--- src/rtl/stage_sequencer.sv ---
// rtl/stage_sequencer.sv - load/fetch/decode/execute stage sequencer with halt park and retired counter
// Optional single-step support: define SINGLE_STEP_EN.
module stage_sequencer #(
    parameter int ADDR_W  = 8,
    parameter int INSTR_W = 12,
    parameter int CNT_W   = 16
) (
    input  logic               clk,
    input  logic               rst,
    input  logic               load_valid,
    input  logic [INSTR_W-1:0] load_data,
    input  logic               load_last,
    output logic               load_ready,
    output logic [ADDR_W-1:0]  pmem_addr,
    output logic [INSTR_W-1:0] pmem_wdata,
    output logic               pmem_wr,
    output logic [1:0]         stage,
    input  logic               halt_req,
    output logic               halted,
    output logic [CNT_W-1:0]   instr_count
`ifdef SINGLE_STEP_EN
    ,
    input  logic               step_mode,
    input  logic               step
`endif
);

    typedef enum logic [2:0] {
        S_LOAD,
        S_FETCH,
        S_DECODE,
        S_EXECUTE,
        S_PARK
    } state_t;

    state_t             state;
    state_t             state_next;
    logic [ADDR_W-1:0]  addr_next;
    logic [CNT_W-1:0]   count_next;
    logic [1:0]         stage_next;
    logic               accept;
    logic               park_enter;
    logic               park_hold;

    // load_ready is only ever high in LOAD, so it alone qualifies the write
    assign accept     = load_valid & load_ready;
    assign pmem_wr    = accept;
    assign pmem_wdata = load_data;

`ifdef SINGLE_STEP_EN
    assign park_enter = halt_req | step_mode;
    assign park_hold  = halt_req | (step_mode & ~step);
`else
    assign park_enter = halt_req;
    assign park_hold  = halt_req;
`endif

    always_comb begin
        state_next = state;
        addr_next  = pmem_addr;
        count_next = instr_count;
        case (state)
            S_LOAD: begin
                if (accept) begin
                    // the last address slot ends the image even without load_last
                    if (load_last || (pmem_addr == {ADDR_W{1'b1}})) begin
                        state_next = S_FETCH;
                        addr_next  = '0;
                    end else begin
                        addr_next = pmem_addr + ADDR_W'(1);
                    end
                end
            end
            S_FETCH:  state_next = S_DECODE;
            S_DECODE: state_next = S_EXECUTE;
            S_EXECUTE: begin
                if (instr_count != {CNT_W{1'b1}}) begin
                    count_next = instr_count + CNT_W'(1);
                end
                state_next = park_enter ? S_PARK : S_FETCH;
            end
            S_PARK:   state_next = park_hold ? S_PARK : S_FETCH;
            default:  state_next = S_LOAD;
        endcase
    end

    // PARK presents DECODE to the control unit since that stage has no side effects
    always_comb begin
        stage_next = 2'b00;
        case (state_next)
            S_LOAD:    stage_next = 2'b00;
            S_FETCH:   stage_next = 2'b01;
            S_DECODE:  stage_next = 2'b10;
            S_EXECUTE: stage_next = 2'b11;
            S_PARK:    stage_next = 2'b10;
            default:   stage_next = 2'b00;
        endcase
    end

    always_ff @(posedge clk) begin
        if (rst) begin
            state       <= S_LOAD;
            pmem_addr   <= '0;
            load_ready  <= 1'b0;
            stage       <= 2'b00;
            halted      <= 1'b0;
            instr_count <= '0;
        end else begin
            state       <= state_next;
            pmem_addr   <= addr_next;
            load_ready  <= (state_next == S_LOAD);
            stage       <= stage_next;
            halted      <= (state_next == S_PARK);
            instr_count <= count_next;
        end
    end

endmodule

--- config.mk ---
export PLATFORM = sky130hd
export DESIGN_NAME = stage_sequencer
export DESIGN_NICKNAME = d
export VERILOG_FILES = /design/src/rtl/stage_sequencer.sv
export SDC_FILE = /design/constraint.sdc
export NUM_CORES = 1
export LEC_CHECK = 0
export BUFFER_PORTS_ARGS = -buffer_cell sky130_fd_sc_hd__buf_2
export CORE_MARGIN = 2
export CORE_UTILIZATION = 49
export DETAILED_ROUTE_END_ITERATION = 7
export PLACE_DENSITY = 0.88
export SETUP_SLACK_MARGIN = 0.02
export SLEW_MARGIN = 10
export SYNTH_ARGS = -nofsm -noshare
export SYNTH_HDL_FRONTEND = slang
export SYNTH_SLANG_ARGS = --single-unit
--- constraint.sdc ---
create_clock -name clk -period 1.8 [get_ports clk]
set_input_delay 0.18 -clock clk [delete_from_list [all_inputs] [get_ports clk]]
set_output_delay 0.18 -clock clk [all_outputs]
set_load 0.03 [all_outputs]
After elaboration in Yosys (flattened, before gate mapping)
Index checks and enable logic that the tools add are counted.
- bits in registers: 31
- bits of input ports: 17
- output and inout bits: 41
- word-level logic and storage cells: 32
- $add $sub $neg: 2
- equal/unequal tests: 10
- mux-type cells: 6
- bitwise logic cells: 1
- reduce and logical (&&, ||, !) cells: 7
- operators by type and width (kind ; number):
    adder 16 x 1 -> 16 bit (second input constant) ; 1
    inequality test 16 bit (second input constant) ; 1
    == test 3 x 2 -> 1 bit (second input constant) ; 4
    case mux 3 bit (4 select lines) ; 1
    2-to-1 mux 3 bit ; 3
    adder 8 x 1 -> 8 bit (second input constant) ; 1
    == test 8 bit (second input constant) ; 1
    2-to-1 mux 8 bit ; 1
    == test 3 x 1 -> 1 bit (second input constant) ; 2
    == test 3 bit (second input constant) ; 2
    logical NOT 3 bit ; 2
    case mux 2 bit (3 select lines) ; 1
    AND reduction 2 bit ; 2
    OR reduction 2 bit ; 2
    bitwise AND 1 bit ; 1
    logical OR 1 bit ; 1

Depth between registers and ports, before layout
- word-level depth: 8
- depth in mapped cells: 7
- depth with buffers taken out: 5

Least setup slack after synthesis
OpenSTA, ideal clock, no wires.
- path type: register -> register
- from: reg instr_count[4]
- to: reg instr_count[13]
- setup time: 121 ps
- arrival: 1696 ps
- data required time: 1679 ps
- slack: -17 ps
- cell stages (with the launch flop): 6
- buffers on the path: 1
- clock period less this slack: 1817 ps
- cells stage by stage: dfxtp_1 nand4_4 or2_0 buf_2 nor4_1 mux2_2
- word-level cells in the longest chain between the ends: 2
- elaborated cells between the ends (all ways): 3
- classes of those cells: 1 x add/sub; 1 x eq/ne; 1 x reduce/logical
- RTL lines (element ; RTL line ; source):
    start, declared ; 20 ; output logic [CNT_W-1:0] instr_count
    start signal, assigned ; 114 ; instr_count <= count_next;
    parallel branches: the longest is 2 deep, another holds adder 16 x 1 -> 16 bit ; n/a ;
Parallel ways; which one is timed is not known.
A chain may end at the register's enable or synchronous reset.

Worst setup path after layout
- from: reg instr_count[7]
- to: reg instr_count[4]
- word-level cells in the longest chain between the ends: 2
- RTL lines (element ; RTL line ; source):
    inequality test 16 bit ; 77 ; if (instr_count != {CNT_W{1'b1}}) begin
    AND reduction 2 bit (no line) ; n/a ;
No other way between the ends.

==> impl_metrics.tcl <==
set metrics [dict create \
    wl_per_cell_um 12.6 \
    dp_cells 252 \
    nFillCells 294 \
    core_area_um2 3100 \
    grt_overflow 0 \
    gp_congestion 0.876 \
    synth_top_area_share_pct 38.1 \
    fin_cells 260 \
    fin_crit_sh_pct 94.3 \
    dp_hpwl_mm 2.37 \
    clockBufferDepth 2 \
    endpoint_kind "register" \
    synth_nets 208 \
    cts_buffers 5 \
    clkTransAtPathRegs_ns 0.10 \
    clk_latency_ns 0.33 \
    cp.required_ns 2.03 \
    synth_commonest_cells "31 x dfxtp_1, 20 x nor2_1, 15 x a21oi_1" \
    grt_pass1_vias 1226 \
    reg2reg_to "instr_count[4]" \
    ys_ff_latch 31 \
    synthCells 189 \
    r2r_start "instr_count[7]" \
    drc 0 \
    worstSetupEndpoint "instr_count[4]" \
    multiInputGateArea_um2 858 \
    regArea_um2 624 \
    io_buffer_count 33 \
    hp-start "halt_req" \
    synthMostInstantiatedCell "dfxtp_1" \
    cp.depth 4 \
    synth_area_um2 1630 \
    setup_viol 0 \
    power.leakage_uw 0.000777 \
    max-cap-violations 0 \
    max-slew-margin-rel_pct 67.1 \
    worstPathArrival_ns 1.93 \
    r2r_cells 4 \
    diodes 0 \
    r2r_setup_slack_ns 0.10 \
    path_delay_family "simple AND/OR/NAND/NOR gates" \
    yosysSeqAreaShare_pct 38.1 \
    dr.pass1.iters 4 \
    ys_types 44 \
    antenna_found_initial 0 \
    drt_iter0_drc 87 \
    fmax_ghz 0.589 \
    ir_worst_vdd_mv 0.610 \
    worst_slew_pin_slew_ns 0.491 \
    status "complete, no violations" \
    post_cts_resized 0 \
    synthArstFlopShare_pct 0 \
    critical_path.startpoint "instr_count[7]" \
    slowest_delay_ns 0.44 \
    crit_path_top_delay_cell "dfxtp_1" \
    num_vias 1452 \
    cp_max_fo 7 \
    antenna_left 0 \
    yosysTopAreaCell "dfxtp_1" \
    critPathKind "register to register" \
    grt_max_degree 28 \
    fp-row-count 20 \
    area_growth_pct 13.2 \
    cts_tree "done" \
    drive_above_1_share_pct 27.3 \
    drt_wl_total_mm 3.28 \
    skew_ns 0.00908 \
    p_per_area_nw_per_um2 714 \
    path_cells "nand4_4 > or2_0 > o21ai_0 > mux2_2" \
    netlist_top_cells_area "dfxtp_1 38%, buf_4 5.5%, a21oi_1 4.6%, nor2_1 4.6%, nand3_1 3.1%" \
    min_path_type "input pin to register" \
    cts_sinks 31 \
    htreeDepth 2 \
    finalSetupTns_ns 0 \
    track_usage_pct 18.5 \
    routed_via_density 5.58 \
    hold_violations 0 \
    final_nets 234 \
    holdBufCountCts 0 \
    dieArea_um2 3800 \
    yosysWarnings 0 \
    synth_edf_count 0 \
    die_y_um 61.6 \
    period_needed_ns 1.70 \
    rsz0062_at_grt "true" \
    ys.flop_type "dfxtp_1" \
    fin_util_pct 59.4 \
    cp-start-kind "register" \
    syn_area_per_cell_um2 8.61 \
    die_w_um 61.6 \
    maxSlewViolCount 0 \
    cts_setup_buffers 0 \
    worst-path-buf-inv 0 \
    root_buffer "clkbuf_4" \
    start_util_pct 52.5 \
    ios 58 \
    grt_pass1_wl_mm 5.21 \
]
==> stage by stage <==
stage               cell area [um2]  setup WS (ns)  hold WS [ns]  power, uW
finish                         1840          0.103         0.134       1320
global route                   1840         0.0175         0.156       1370
CTS                            1840          0.114         0.120       1330
detailed placement             1770          0.129         0.360        860
global placement               1770          0.179         0.360        857
floorplan                      1630         0.0237         0.343        872
==> worst min-delay path by stage <==
| stage | end | slack [ns] | cells after the start |
|---|---|---|---|
| after floorplan | stage[1] | 0.34 | 2 |
| after global placement | pmem_wdata[1] | 0.36 | 0 |
| after detailed placement | pmem_wdata[1] | 0.36 | 0 |
| after CTS | stage[1] | 0.12 | 3 |
| after global routing | stage[1] | 0.16 | 3 |
| final | stage[1] | 0.13 | 3 |
==> per-layer routing <==
layer  GRT usage (%)  wire, um
met2            29.0      1500
met5               0         0
met4            6.69        50
met1            24.0      1540
met3            5.67       192
==> report_power, final <==
part	leakage [uW]	total, uW	switching, uW	internal [uW]
Clock	0.0000386	470	241	230
Combinational	0.000487	131	84.0	47.4
Sequential	0.000252	713	12.6	701
==> placed cells by master (no fill, tap or decap), types with 4 or more instances in the layout <==
master and count:
nor2_1 20, or4_1 4, o21ai_0 4, buf_2 33
and3_1 4, nor2b_1 4, nor3_1 9, inv_1 5
nand4_1 4, xnor2_1 5, nand3_1 10, buf_4 7
clkbuf_4 5, a21oi_1 15, nand2_1 7, dfxtp_1 28
==> area by class of cell <==
class	instances	share of cell area [%]
flip-flops and latches	31	33.9
repair buffers	40	11.8
clock buffers	8	3.73
inverters	5	1.02
multi-input cells	132	46.6
well taps	44	2.99
==> worst register-to-register path, stage by stage, from the launching register on <==
cell	delay [ns]
dfxtp_1	0.44
nand4_4	0.17
or2_0	0.36
o21ai_0	0.27
mux2_2	0.36
==> kinds of logic after synthesis <==
family,after synthesis,synth area share [%]
adders and majority gates,2,1.54
and+or+nand+nor,84,30.8
DFF,31,38.1
muxes,5,3.31
xor gates and xnor gates,8,4.30
AOI/OAI and AO/OA,33,12.8
buffers and inverters,26,9.15
==> registers in the layout, summed over array words and instances (netlist names) <==
signal / count
pmem_addr: 8
load_ready: 1
state: 3
halted: 1
stage: 2
instr_count: 16
No activity file was read; power rests on OpenSTA's default activity.
